## config.mk

```make
export PLATFORM = sky130hd
export DESIGN_NAME = mem_port_arbiter
export DESIGN_NICKNAME = d
export VERILOG_FILES = /design/src/rtl/arb_pkg.sv /design/src/rtl/mem_port_arbiter_rr_pick2.sv /design/src/rtl/mem_port_arbiter.sv
export SDC_FILE = /design/constraint.sdc
export NUM_CORES = 1
export LEC_CHECK = 0
export BUFFER_PORTS_ARGS = -buffer_cell sky130_fd_sc_hd__buf_2
export CAP_MARGIN = 20
export CORE_MARGIN = 3
export CORE_UTILIZATION = 46
export DETAILED_ROUTE_END_ITERATION = 7
export HOLD_SLACK_MARGIN = 0.12
export PLACE_DENSITY = 0.92
export SYNTH_ARGS = -nofsm -noshare
export SYNTH_HDL_FRONTEND = slang
export SYNTH_SLANG_ARGS = --single-unit
```

## constraint.sdc

```tcl
create_clock -name clk -period 3.3 [get_ports clk]
set_input_delay 0.165 -clock clk [delete_from_list [all_inputs] [get_ports clk]]
set_output_delay 0.165 -clock clk [all_outputs]
set_load 0.01 [all_outputs]
```

## src/rtl/arb_pkg.sv

```systemverilog
// Shared definitions for the DataMemory port arbiter: FSM state encoding and
// requester port indices.
package arb_pkg;

  typedef enum logic [1:0] {
    IDLE = 2'd0,
    BUSY = 2'd1,
    RESP = 2'd2
  } state_t;

  localparam logic PORT_CPU = 1'b0;
  localparam logic PORT_LD  = 1'b1;

endpackage

```

## src/rtl/mem_port_arbiter_rr_pick2.sv

```systemverilog
// Two-way round-robin chooser, purely combinational: a lone requester wins,
// on a tie the port that was not granted last wins.
module rr_pick2
  import arb_pkg::*;
(
  input  logic req0,
  input  logic req1,
  input  logic owner,
  output logic gnt_valid,
  output logic gnt_port
);

  always_comb begin
    gnt_valid = req0 | req1;
    if (req0 && req1) begin
      gnt_port = ~owner;
    end else if (req1) begin
      gnt_port = PORT_LD;
    end else begin
      gnt_port = PORT_CPU;
    end
  end

endmodule

```

## src/rtl/mem_port_arbiter.sv

```systemverilog
// Shares single-ported DataMemory between CPU (port 0) and loader/DMA (port 1):
// grant in IDLE, hold the memory MEM_LAT cycles, register read data, pulse ack.
module mem_port_arbiter
  import arb_pkg::*;
#(
  parameter int ADDR_W  = 32,
  parameter int DATA_W  = 32,
  parameter int MEM_LAT = 1
) (
  input  logic              clk,
  input  logic              reset_n,
  input  logic              req0,
  input  logic              we0,
  input  logic [ADDR_W-1:0] addr0,
  input  logic [DATA_W-1:0] wdata0,
  output logic              ack0,
  input  logic              req1,
  input  logic              we1,
  input  logic [ADDR_W-1:0] addr1,
  input  logic [DATA_W-1:0] wdata1,
  output logic              ack1,
  output logic [DATA_W-1:0] rdata,
  output logic [ADDR_W-1:0] mem_addr,
  output logic              mem_we,
  output logic [DATA_W-1:0] mem_wdata,
  input  logic [DATA_W-1:0] mem_rdata,
  output logic              busy,
  output logic              owner
);

  localparam int             CNT_W    = (MEM_LAT > 1) ? $clog2(MEM_LAT) : 1;
  localparam logic [CNT_W-1:0] CNT_INIT = CNT_W'(MEM_LAT - 1);

  state_t              state_q, state_d;
  logic                owner_q, owner_d;
  logic [CNT_W-1:0]    lat_cnt_q, lat_cnt_d;
  logic [ADDR_W-1:0]   mem_addr_q, mem_addr_d;
  logic                mem_we_q, mem_we_d;
  logic [DATA_W-1:0]   mem_wdata_q, mem_wdata_d;
  logic [DATA_W-1:0]   rdata_q, rdata_d;
  logic                ack0_q, ack0_d;
  logic                ack1_q, ack1_d;
  logic                gnt_valid, gnt_port;

  rr_pick2 u_pick (
    .req0      (req0),
    .req1      (req1),
    .owner     (owner_q),
    .gnt_valid (gnt_valid),
    .gnt_port  (gnt_port)
  );

  always_comb begin
    state_d     = state_q;
    owner_d     = owner_q;
    lat_cnt_d   = lat_cnt_q;
    mem_addr_d  = mem_addr_q;
    mem_wdata_d = mem_wdata_q;
    rdata_d     = rdata_q;
    mem_we_d    = 1'b0;
    ack0_d      = 1'b0;
    ack1_d      = 1'b0;
    case (state_q)
      BUSY: begin
        if (lat_cnt_q == '0) begin
          rdata_d = mem_rdata;
          state_d = RESP;
          if (owner_q == PORT_CPU) ack0_d = 1'b1;
          else                     ack1_d = 1'b1;
        end else begin
          lat_cnt_d = lat_cnt_q - CNT_W'(1);
        end
      end
      RESP: begin
        state_d = IDLE;
      end
      // IDLE, and the unused encoding 2'd3 which behaves as IDLE
      default: begin
        state_d = IDLE;
        if (gnt_valid) begin
          state_d   = BUSY;
          owner_d   = gnt_port;
          lat_cnt_d = CNT_INIT;
          if (gnt_port == PORT_LD) begin
            mem_addr_d  = addr1;
            mem_we_d    = we1;
            mem_wdata_d = wdata1;
          end else begin
            mem_addr_d  = addr0;
            mem_we_d    = we0;
            mem_wdata_d = wdata0;
          end
        end
      end
    endcase
  end

  always_ff @(posedge clk or negedge reset_n) begin
    if (!reset_n) begin
      state_q     <= IDLE;
      owner_q     <= PORT_LD;
      lat_cnt_q   <= '0;
      mem_addr_q  <= '0;
      mem_we_q    <= 1'b0;
      mem_wdata_q <= '0;
      rdata_q     <= '0;
      ack0_q      <= 1'b0;
      ack1_q      <= 1'b0;
    end else begin
      state_q     <= state_d;
      owner_q     <= owner_d;
      lat_cnt_q   <= lat_cnt_d;
      mem_addr_q  <= mem_addr_d;
      mem_we_q    <= mem_we_d;
      mem_wdata_q <= mem_wdata_d;
      rdata_q     <= rdata_d;
      ack0_q      <= ack0_d;
      ack1_q      <= ack1_d;
    end
  end

  assign ack0      = ack0_q;
  assign ack1      = ack1_q;
  assign rdata     = rdata_q;
  assign mem_addr  = mem_addr_q;
  assign mem_we    = mem_we_q;
  assign mem_wdata = mem_wdata_q;
  assign owner     = owner_q;
  assign busy      = (state_q == BUSY) || (state_q == RESP);

endmodule
```

==> results of run 1 <==
## kinds of logic (layout without fill, tap and decap cells)
group | Yosys count | in the layout | share of synthesized area, %
adders and majority gates | 2 | 2 | 0.575
AOI/OAI and AO/OA | 134 | 134 | 15.8
DFF | 102 | 102 | 58.6
other | 0 | 1 | 0
muxes | 32 | 32 | 8.28
and+or+nand+nor | 132 | 132 | 11.5
buffers and inverters | 35 | 428 | 5.23
## flip-flops by register name, indices dropped and copies added, names as in the netlist
name       flops
mem_addr      32
ack0           1
rdata         32
mem_we         1
state_q        2
ack1           1
mem_wdata     32
owner          1
## area by class of cell
class / instances / area share [%]
Antenna cell: 1 / 0.0345
Clock buffer: 10 / 1.76
Clock inverter: 6 / 0.518
Inverter: 3 / 0.155
Multi-Input combinational cell: 300 / 21.9
Sequential cell: 102 / 35.2
Tap cell: 126 / 2.17
Timing Repair Buffer: 409 / 38.2
## worst max-delay path, delay by kind of cell (launching register included)
family	cells	cell delay, ps
AND/OR/NAND/NOR	1	130
flip-flops	1	610
buffers and inverters	2	1050
AO/OA/AOI/OAI	2	690
## placed cells by master, fill, tap and decap left out, drive strengths merged
cell type    synthesis  layout
nor2                64      64
and2                 1       1
clkinv               0       5
dfrtp              101     101
nand2               66      66
a21oi              130     130
nor2b                1       1
mux2                32      32
a21bo                1       1
dfstp                1       1
a21boi               1       1
diode                0       1
buf                 31     273
dlygate4sd3          0     136
ha                   2       2
o21ai                1       1
clkbuf               1      10
inv                  3       4
a31oi                1       1
## power groups by stage
| stage | Combinational, W | Sequential (W) | Clock [W] |
|---|---|---|---|
| 3_3_place_gp | 0.00282 | 0.00223 | 0 |
| 4_1_cts | 0.00357 | 0.00227 | 0.000706 |
| 6_report | 0.00379 | 0.00232 | 0.000702 |
| 3_5_place_dp | 0.00298 | 0.00228 | 0 |
| 2_1_floorplan | 0.00157 | 0.00254 | 0 |
| 5_1_grt | 0.00408 | 0.00238 | 0.000770 |
## metal layers
metal	track usage [%]	up-vias	routed length [µm]
li1	-	2235	-
met1	34.2	2398	5860
met2	59.1	385	9500
met3	7.91	90	1460
met4	19.5	0	915
met5	0	-	0
## worst max-delay path by stage
stage	startpoint	slack (ps)	end
after floorplan	state_q[0]$_DFF_PN0_	1910	mem_addr[1]$_DFFE_PN0P_
after global placement	state_q[0]$_DFF_PN0_	1400	mem_addr[0]$_DFFE_PN0P_
after detailed placement	state_q[0]$_DFF_PN0_	1250	mem_addr[30]$_DFFE_PN0P_
after CTS	state_q[0]$_DFF_PN0_	740	mem_wdata[15]$_DFFE_PN0P_
after global routing	owner$_DFFE_PN1P_	600	mem_wdata[14]$_DFFE_PN0P_
final	owner$_DFFE_PN1P_	750	mem_wdata[19]$_DFFE_PN0P_
## synthesized netlist by cell type
library cell and instances:
sky130_fd_sc_hd__a21bo_2 1, sky130_fd_sc_hd__nand2_1 66, sky130_fd_sc_hd__clkbuf_1 1, sky130_fd_sc_hd__a31oi_1 1
sky130_fd_sc_hd__a21boi_2 1, sky130_fd_sc_hd__nor2b_1 1, sky130_fd_sc_hd__and2_1 1, sky130_fd_sc_hd__inv_1 3
sky130_fd_sc_hd__buf_2 17, sky130_fd_sc_hd__o21ai_2 1, sky130_fd_sc_hd__a21oi_1 130, sky130_fd_sc_hd__buf_6 6
sky130_fd_sc_hd__mux2_2 32, sky130_fd_sc_hd__ha_1 2, sky130_fd_sc_hd__buf_4 8, sky130_fd_sc_hd__nor2_1 64
sky130_fd_sc_hd__dfstp_2 1, sky130_fd_sc_hd__dfrtp_1 101
## through the flow
step	setup slack, ps	cell area [µm²]
after global placement	1400	5700
after detailed placement	1250	5700
after global routing	595	7250
after CTS	740	7220
final	753	7250
after floorplan	1910	4350
==> results.md, run 1 <==
- In the global route stage, overall resource usage came out at around 33%.
- The clock latency on the worst-skew pair is roughly 360 ps.
- The analysis attributes to net switching a power of between 0.002 and 0.003 W.
- STA classifies the critical path startpoint as a flip-flop.
- The total wire length is around 18 mm.
- The post-synthesis net count is between 600 and 700.
- The final max-slew violation count came to 0.
- The die boundary height is 103 µm.
- The launch instance of the worst register-to-register path is owner$_DFFE_PN1P_.
- After synthesis the netlist holds a flip-flop and latch count of just over 100.
- The internal power of the cells totals a little under 0.004 W.
- The worst reg2reg path endpoint is mem_wdata[19]$_DFFE_PN0P_.
- Measured against its own limit, the worst slew margin works out to about two fifths.
- The number of unique standard cell types used by synthesis is 18.
- The cell depth of the worst hold path is 3.
- The non-filler instance count after layout is ~960.
- The number of cells after detailed placement is around 800.
- The count of port buffers added during placement is about 270.
- The number of vias per cell is about 5.3.
- Setup repair after global routing left no endpoint under its margin.
- In this run the count of I/O pins placed on the die edge is approximately 270.
- The kind of capture point of the worst setup path is a flip-flop.
- The largest net degree at the start of global routing is 66.
- The first global-routing pass estimated between 20 and 30 mm of wire.
- The number of fill cells in the layout is ~500.
- The hold slack is around 120 ps.
- The share of total power consumed by net switching is about 42%.
- The count of nets after finishing is around 990.
- For this block, the initial DRC count from the detailed router was 280.
- In this run, post-CTS hold repair placed 135 buffers.
- Across the whole layout, storage elements account for 2550 µm².
- The classification of the worst setup path is reg -> reg.
- On the critical path, the stage with the largest delay is an instance of sky130_fd_sc_hd__dfstp_2.
- For this design the static power due to leakage is approximately 3.6 nW.
- In the final layout, the share of cells above drive strength 1 is approximately two fifths.
- For this design the ratio of total power to cell area is approximately 940 nW/µm².
- The number of global-route vias before repair came to 5525.
- The part of the Yosys area used for sequential elements is about three fifths.
- Data arrives at the worst endpoint at 2850 ps.
- Measured on the finished design, the core utilization comes to about four fifths.
- The routed layout has just over 5000 vias.
- The tree is rooted in a sky130_fd_sc_hd__clkbuf_8.
- For the finished layout, the period the worst path requires is around 2500 ps.
- The top-area cell type share of the netlist area is slightly below 60%.
- The clock sink total is 102.
- Buffers added to address setup during post-CTS repair amount to 0.
- The post-synthesis average cell area is 9.96 µm².
- The maximum count of clock buffers along a single path is 2.
- After synthesis, the cell types taking the most area are sky130_fd_sc_hd__dfrtp_1, sky130_fd_sc_hd__a21oi_1, sky130_fd_sc_hd__mux2_2, sky130_fd_sc_hd__nand2_1, sky130_fd_sc_hd__nor2_1.
- The number of clock buffers added by TritonCTS is 9.
- Setup violations remaining at the end of the flow were counted as 0.
- The H-tree level count is 3.
- The startpoint of the worst hold path is addr1[19].
- The clock network fraction of design power is between 10% and 20%.
- The post-cts sizing count is 0.
- The multi-input combinational cells in the finished layout cover a total of between 1500 and 2000 µm².
- The setup total negative slack is 0 ps.
- The timing-limited maximum frequency is ~0.39 GHz.
- The number of instances in the synthesized netlist is around 440.
- The initial antenna violation count came to 0.
- The remaining global-route overflow is 0.
- In this run the worst path has a maximum fanout of 39.
- The area growth from synthesis to layout is 66.5%.
- The yosys synthesis warning count is 0.
- The signal on the critical path passes through a21bo_2, buf_4, nand2_1, a21oi_1, dlygate4sd3_1.
- The count of final hold-check violations is 0.
- In this run the worst hold path is classified as in -> reg.
- Registers are responsible for roughly a third of the overall power.
- TritonCTS built the clock tree.
- On the worst path, the slowest cell contributes a delay of 610 ps.
- For the worst setup path, the data required time is ~3600 ps.
- Of the available clock period, the critical path in the final layout requires around 77%.
- For the worst flop-to-flop path, the logic depth is 5.
- The transition at the pin with the smallest max-transition slack is 895 ps.
- The clock-pin transition on the worst setup and hold timing paths is 110 ps.
- For flop-to-flop paths, the worst setup slack is about 750 ps.
- The weighted congestion reported at the end of routability-driven placement is around 0.76.
- The library cell occupying the most area in the post-synthesis netlist is sky130_fd_sc_hd__dfrtp_1.
- The flow ran to the end, and the final reports show no timing, DRC or antenna violations.
- The clock arrives with around 15 ps of skew.
- The post-route antenna net violation count is 0.
- Power comes to between 0.006 and 0.007 W.
- The first-pass iteration count of the detailed router is 5.
- The number of maximum-capacitance violations is 0.
- The die covers 10700 µm².
- The initialized floorplan defines 34 standard-cell rows.
- In this run the cell area of the synthesized design comes to about 4400 µm².
- Measured along the x axis, the die boundary spans about 100 µm.
- The worst hold path terminates at mem_addr[19]$_DFFE_PN0P_.
- In the routed design, unresolved DRC markers number 0.
- The floorplan core area is 8980 µm².
- The worst ir drop on vdd is between 0.9 and 1 mV.
- In this run, the combinational gates consume between 50% and 60% of the power.
- Dividing the detail-routed wire length by the instance count gives approximately 19 µm.
- After legalization and detailed placement, the total HPWL measured 9.81 mm.
- The initial utilization of the core area, before any placement, comes to 48.5%.
(Power assumes the default switching activity.)
==> run 2: changes to the inputs <==
--- a/config.mk
+++ b/config.mk
@@ -8,10 +8,10 @@
 export BUFFER_PORTS_ARGS = -buffer_cell sky130_fd_sc_hd__buf_2
 export CAP_MARGIN = 20
 export CORE_MARGIN = 3
-export CORE_UTILIZATION = 46
+export CORE_UTILIZATION = 43
 export DETAILED_ROUTE_END_ITERATION = 7
 export HOLD_SLACK_MARGIN = 0.12
-export PLACE_DENSITY = 0.92
+export PLACE_DENSITY = 0.87
 export SYNTH_ARGS = -nofsm -noshare
 export SYNTH_HDL_FRONTEND = slang
 export SYNTH_SLANG_ARGS = --single-unit
==> constraint.sdc (replaced) <==
create_clock -name clk -period 2.6 [get_ports clk]
set_input_delay 0.13 -clock clk [delete_from_list [all_inputs] [get_ports clk]]
set_output_delay 0.13 -clock clk [all_outputs]
set_load 0.01 [all_outputs]
==> results.md, run 2 (synthesis gave the netlist of run 1 again) <==
- The total setup violations reported at the end of the flow came to 0 (unchanged).
- The path class of the lowest-slack min-delay path is in -> async.
- The clock sink total is 102 (unchanged).
- The number of maximum-capacitance violations is 0 (unchanged).
- The worst setup path is captured at a flip-flop.
- The number of vias per cell is 5.32 (-0.29%).
- The count of final hold-check violations was 0 (unchanged).
- The slack of the worst reg-to-reg path came to 50 ps (-710 ps).
- In the layout the commonest cells are sky130_fd_sc_hd__buf_2, sky130_fd_sc_hd__dlygate4sd3_1, sky130_fd_sc_hd__a21oi_1.
- The die boundary height is 107 µm (+3.2%).
- The count of nets after finishing is 1023 (+3.0%).
- The initial cell density of the core is 44.3% (-4.2 points).
- The worst reg2reg path endpoint is mem_addr[28]$_DFFE_PN0P_.
- The proportion of layout cells with a drive suffix above 1 is 38.0% (-1.1 points).
- The first-pass GRT wire length is 27.4 mm (+3.8%).
- The count of routing violations after the opening detailed-route iteration is 517 (+85%).
- The hold slack came to 382 ps (+257 ps).
- The largest net degree at the start of global routing is 66 (unchanged).
- The total power density per cell area came to 1230 nW/µm² (+31%).
- The timing-limited maximum frequency is 0.392 GHz (-0.23%).
- The maximum count of clock buffers along a single path is 2 (unchanged).
- The total clock buffers created by CTS is 9 (unchanged).
- The run finished with clean final reports.
- The number of placement rows is 36 (+5.9%).
- The area growth from synthesis to layout is 74.8%.
- The largest driver fanout on the critical path came to 65 (+67%).
- The worst ir drop on vdd is 0.804 mV (-18%).
- The post-route antenna net violation count was 0 (unchanged).
- The transition at the pin with the smallest max-transition slack was 754 ps (-140 ps).
- The number of placed I/O pins is 267 (unchanged).
- Setup repair after global routing left no endpoint under its margin.
- The number of global-route vias before repair is 5573 (+0.87%).
- The width of the chip is 107 µm (+3.2%).
- The number of remaining DRC errors came to 0 (unchanged).
- The initial antenna violation count is 1 (+1).
- CTS placed an instance of sky130_fd_sc_hd__clkbuf_8 at the clock tree root.
- The worst register-to-register path begins at state_q[0]$_DFF_PN0_.
- The clock period minus worst slack is 2550 ps (+5.85 ps).
- The leakage power was 3.70 nW (+3.8%).
- The weighted congestion reported at the end of routability-driven placement is 0.816 (+6.8%).
- The total wire length is 18.1 mm (+1.9%).
- The number of cells after detailed placement came to 812 (+1.1%).
- The non-filler instance count after layout is 994 (+3.9%).
- The detailed placer's ending HPWL was 9.39 mm (-4.3%).
- The endpoint arrival time on the critical path is 2860 ps (about the same).
- The clock latency on the worst-skew pair is 370 ps (about the same).
- The placed instance area is 5740 µm² (+0.64%).
- The total global-route track usage is 30.9% (-1.8 points).
- The count of port buffers added during placement is 266 (unchanged).
- The total die area is 11400 µm² (+6.6%).
- The setup total negative slack is 0 ps (unchanged).
- The most common cell after layout, fill and taps aside is sky130_fd_sc_hd__buf_2.
- The final max-slew violation count is 0 (unchanged).
- The first-pass iteration count of the detailed router came to 6 (+1).
- The kind of launch point of the worst setup path is a flip-flop.
- The required time of the worst setup path is 2900 ps (-710 ps).
- The final routed wire length divided by cell count came to 18.2 µm (-1.9%).
- TritonCTS built the clock tree.
- The buffer count from post-CTS setup fixing was 0 (unchanged).
- The number of fill cells in the layout was 551 (+8.9%).
- The number of cell instances on the worst register-to-register path was 6 (+1).
- The floorplan core area is 9820 µm² (+9.4%).
- The vias after detailed routing came to 5290 (+3.6%).
- The remaining global-route overflow is 0 (unchanged).
- The post-route cell area is 7610 µm² (+5.0%).
- The H-tree level count was 3 (unchanged).
- The clock-pin transition on the worst setup and hold timing paths came to 110 ps (about the same).
- The worst setup path is of the reg -> reg kind.
- The worst clock skew is 12.4 ps (-2.56 ps).
- The share of the cycle needed by the critical path after routing is 98.2% (+21 points).
- The worst-case headroom to the max-slew limit is 49.7% (+9.5 points).
run 2: final cells by class:
class	count	area [µm²]	area share (%)
diodes	1	2.50	0.0329
clock buffers	12	165	2.17
clock inverters	4	52.6	0.690
inverters	3	12.5	0.164
multi-input cells	300	1590	20.9
flip-flops and latches	102	2550	33.6
well taps	133	166	2.19
repair buffers	439	3070	40.3
run 2: report_power, final:
| part | internal, W | switching [W] | leakage [nW] | total, W |
|---|---|---|---|---|
| Sequential | 0.00243 | 0.000509 | 1.17 | 0.00293 |
| Combinational | 0.00270 | 0.00264 | 2.42 | 0.00534 |
| Clock | 0.000528 | 0.000558 | 0.113 | 0.00109 |
| Total | 0.00566 | 0.00371 | 3.70 | 0.00936 |
run 2: routing by layer:
metal,global-route usage (%),vias to the layer above,share of wire (%)
li1,-,2293,-
met1,33.0,2493,33
met2,55.7,408,52
met3,6.20,96,8.9
met4,18.8,0,5.2
met5,0,-,0
run 2: what timing repair did:
| action | in CTS | in global routing |
|---|---|---|
| setup endpoints to repair | 0 | 1 |
| endpoints found under the hold margin | 146 | 0 |
| gates resized for setup | 0 | 1 |
| hold buffers | 165 | 0 |
run 2: worst max-delay path, stage by stage, from the launching register on:
cell and delay, ps:
sky130_fd_sc_hd__dfrtp_1 390, sky130_fd_sc_hd__ha_1 370, sky130_fd_sc_hd__o21ai_4 90, sky130_fd_sc_hd__buf_4 580, sky130_fd_sc_hd__a21oi_1 140, sky130_fd_sc_hd__a21oi_1 250
sky130_fd_sc_hd__dlygate4sd3_1 580
run 2: how the worst max path moves through the flow:
stage	slack (ps)	endpoint	cells past startpoint	start
after floorplan	1210	mem_addr[1]$_DFFE_PN0P_	7	state_q[0]$_DFF_PN0_
after global placement	870	mem_wdata[23]$_DFFE_PN0P_	6	state_q[0]$_DFF_PN0_
after detailed placement	770	mem_addr[2]$_DFFE_PN0P_	6	state_q[0]$_DFF_PN0_
after CTS	230	mem_wdata[12]$_DFFE_PN0P_	6	state_q[0]$_DFF_PN0_
after global routing	1	mem_addr[31]$_DFFE_PN0P_	8	state_q[1]$_DFF_PN0_
final	50	mem_addr[28]$_DFFE_PN0P_	6	state_q[0]$_DFF_PN0_
run 2: metrics by stage:
| step | total power [W] | setup WS [ps] | utilization (%) |
|---|---|---|---|
| floorplan | 0.00522 | 1210 | - |
| global placement | 0.00646 | 867 | 58.4 |
| detailed placement | 0.00667 | 770 | 58.4 |
| CTS | 0.00902 | 228 | 77.5 |
| global route | 0.00988 | 1.35 | 77.5 |
| finish | 0.00936 | 46.9 | 77.5 |
==> run 3: changes to the inputs <==
--- a/config.mk
+++ b/config.mk
@@ -8,10 +8,10 @@
 export BUFFER_PORTS_ARGS = -buffer_cell sky130_fd_sc_hd__buf_2
 export CAP_MARGIN = 20
 export CORE_MARGIN = 3
-export CORE_UTILIZATION = 43
+export CORE_UTILIZATION = 46
 export DETAILED_ROUTE_END_ITERATION = 7
 export HOLD_SLACK_MARGIN = 0.12
-export PLACE_DENSITY = 0.87
+export PLACE_DENSITY = 0.85
 export SYNTH_ARGS = -nofsm -noshare
 export SYNTH_HDL_FRONTEND = slang
 export SYNTH_SLANG_ARGS = --single-unit
==> constraint.sdc (replaced) <==
create_clock -name clk -period 3.04 [get_ports clk]
set_input_delay 0.152 -clock clk [delete_from_list [all_inputs] [get_ports clk]]
set_output_delay 0.152 -clock clk [all_outputs]
set_load 0.01 [all_outputs]
==> results.md, run 3 (synthesis gave the netlist of run 1 again) <==
- Based on the critical path, the design can be clocked at up to slightly below 0.4 GHz.
- The count of port buffers added during placement is 266 (unchanged).
- The number of global-route vias before repair is 5578 (+0.090%).
- The number of remaining DRC errors was 0 (unchanged).
- The met1 demand-to-capacity share in global routing came to 36.0% (+3.0 points).
- The design internal power came to 0.00462 W (-18%).
- The post-layout total power is 0.00783 W (-16%).
- The number of placement rows is 34 (-5.6%).
- The initial cell density of the core came to 48.5% (+4.2 points).
- The maximum count of clock buffers along a single path is 2 (unchanged).
- The first-pass iteration count of the detailed router is 7 (+1).
- The top cell types in the final layout, fill and taps aside, are sky130_fd_sc_hd__buf_2, sky130_fd_sc_hd__dlygate4sd3_1, sky130_fd_sc_hd__a21oi_1.
- The tightest min-delay check is of the in -> reg type.
- The total power density per cell area was 1040 nW/µm² (-15%).
- The total wire length is 18.3 mm (+1.3%).
- The kind of capture point of the worst setup path is a flip-flop.
- The vias after detailed routing was 5291 (+0.019%).
- The worst-case headroom to the max-slew limit is 41.7% (-8.0 points).
- The critical path is of the in -> reg type.
- The post-route antenna net violation count came to 0 (unchanged).
- The CTS tree is done.
- Setup repair after global routing left no endpoint under its margin.
- The count of final hold-check violations came to 0 (unchanged).
- The worst setup path is launched from an input port.
- The required time of the worst setup path came to 3330 ps (+430 ps).
- The total global-route track usage is 34.0% (+3.2 points).
- The root buffer cell is sky130_fd_sc_hd__clkbuf_8.
- The total die area is 10700 µm² (-6.2%).
- The largest net degree at the start of global routing is 66 (unchanged).
- The switching power was 0.00321 W (-14%).
- The share of total power consumed by net switching is 40.9% (+1.4 points).
- The count of routing violations after the opening detailed-route iteration is 250 (-52%).
- The width of the chip came to 103 µm (-3.1%).
- The detailed placer's ending HPWL was 9.88 mm (+5.2%).
- The total setup violations reported at the end of the flow is 0 (unchanged).
- The H-tree level count is 3 (unchanged).
- The layer with the highest usage is met2.
- Dividing the final minimum period by the clock period gives a little over four fifths.
- The slack of the worst reg-to-reg path is 540 ps (+490 ps).
- The remaining global-route overflow is 0 (unchanged).
- The first-pass GRT wire length is 27.7 mm (+0.88%).
- The clock network fraction of design power is 10.3% (-1.3 points).
- The die boundary height came to 103 µm (-3.1%).
- The post-cts sizing count is 0 (unchanged).
- The clock sink total is 102 (unchanged).
- The buffer count from post-CTS setup fixing is 0 (unchanged).
- The number of vias per cell is 5.39 (+1.3%).
- The largest driver fanout on the critical path is 38 (-42%).
- The post-route cell area is 7520 µm² (-1.2%).
- The total clock buffers created by CTS is 9 (unchanged).
- The count of nets after finishing is 1017 (-0.59%).
- The clock-pin transition on the worst setup and hold timing paths is 100 ps (about the same).
- The transition at the pin with the smallest max-transition slack is 873 ps (+118 ps).
- The clock latency on the worst-skew pair is 360 ps (about the same).
- The initial antenna violation count came to 1 (unchanged).
- The global-route met3 utilization was 8.58% (+2.4 points).
- The run finished with clean final reports.
- The number of maximum-capacitance violations is 0 (unchanged).
- The most common cell after layout, fill and taps aside is sky130_fd_sc_hd__buf_2.
- The final max-slew violation count is 0 (unchanged).
- The proportion of layout cells with a drive suffix above 1 is 38.1% (about the same).
- The endpoint arrival time on the critical path is 2830 ps (-30 ps).
- The area growth from synthesis to layout is 72.7%.
- The setup total negative slack is 0 ps (unchanged).
- Subtracting the final worst setup slack from the clock period gives around 2500 ps.
- The floorplan core area came to 8980 µm² (-8.6%).
- The leakage power came to 3.66 nW (-1.2%).
- The weighted congestion reported at the end of routability-driven placement was 0.794 (-2.7%).
- The final routed wire length divided by cell count is 18.7 µm (+2.6%).
- The sequential cell fraction of total power was 32.0% (+0.7 points).
- The worst clock skew is 12.1 ps (-0.364 ps).
- The placed instance area is 5730 µm² (about the same).
- The worst ir drop on vdd came to 0.720 mV (-10%).
- The met2 track utilization from global routing is 60.1% (+4.4 points).
- The number of placed I/O pins is 267 (unchanged).
- The combinational share of power is 57.7% (+0.6 points).
## run 3: changes by cell type in the layout (fill, tap and decap cells not counted), sizes merged
| cell | before | now |
|---|---|---|
| dlygate4sd3 | 165 | 160 |
| buf | 274 | 273 |
| bufinv | 1 | 0 |
| clkbuf | 12 | 10 |
| clkinv | 3 | 1 |
| clkinvlp | 0 | 2 |
| inv | 3 | 6 |
## run 3: power groups by stage
stage / combinational (W) / clock, W / sequential [W]
global placement: 0.00311 / 0 / 0.00244
finish: 0.00452 / 0.000805 / 0.00251
detailed placement: 0.00326 / 0 / 0.00247
global route: 0.00486 / 0.000876 / 0.00257
CTS: 0.00427 / 0.000815 / 0.00246
floorplan: 0.00171 / 0 / 0.00276
## run 3: layer usage
layer	routed length [µm]	vias to the layer above	part of all wire, %
met3	1770	100	9.7
met1	6150	2477	34
li1	-	2289	-
met4	1000	0	5.5
met2	9400	425	51
met5	0	-	0
## run 3: worst max-delay path: stages
cell                            delay [ps]
sky130_fd_sc_hd__dlygate4sd3_1         560
sky130_fd_sc_hd__buf_2                 170
sky130_fd_sc_hd__a21boi_4              700
sky130_fd_sc_hd__buf_12                290
sky130_fd_sc_hd__a21oi_1               110
sky130_fd_sc_hd__a21oi_1               210
sky130_fd_sc_hd__dlygate4sd3_1         600
## run 3: layout make-up
| class | instances | area [µm²] |
|---|---|---|
| diodes | 1 | 2.50 |
| clock buffers | 10 | 128 |
| clock inverters | 6 | 55.1 |
| fillers | 444 | 1460 |
| inverters | 3 | 11.3 |
| multi-input cells | 300 | 1590 |
| flip-flops and latches | 102 | 2550 |
| well taps | 126 | 158 |
| repair buffers | 433 | 3030 |
## run 3: stage by stage
stage / hold WS [ps] / worst slack, ps / cells / utilization [%]
final: 127 / 501 / 981 / 83.8
after global routing: 130 / 386 / 981 / 83.8
after CTS: 120 / 689 / 980 / 83.8
after detailed placement: 159 / 1200 / 804 / 63.9
after global placement: 156 / 1310 / 804 / 63.9
after floorplan: -144 / 1650 / 437 / -
## run 3: final timing paths
| path | startpoint | to | depth (start not counted) |
|---|---|---|---|
| max in group asynchronous | reset_n | owner$_DFFE_PN1P_ | 3 |
| worst max-delay path | req0 | mem_addr[26]$_DFFE_PN0P_ | 7 |
| min in group asynchronous | reset_n | mem_wdata[24]$_DFFE_PN0P_ | 2 |
| worst min-delay path | addr1[30] | mem_addr[30]$_DFFE_PN0P_ | 3 |
| worst max register to register | state_q[0]$_DFF_PN0_ | mem_wdata[0]$_DFFE_PN0P_ | 6 |
| worst min register to register | rdata[4]$_DFFE_PN0N_ | rdata[4]$_DFFE_PN0N_ | 1 |
## run 3: repair_timing
| item | 4_1_cts | 5_1_grt |
|---|---|---|
| endpoints found under the hold margin | 137 | 0 |
| setup endpoints to repair | 0 | 0 |
| hold buffers | 160 | 0 |
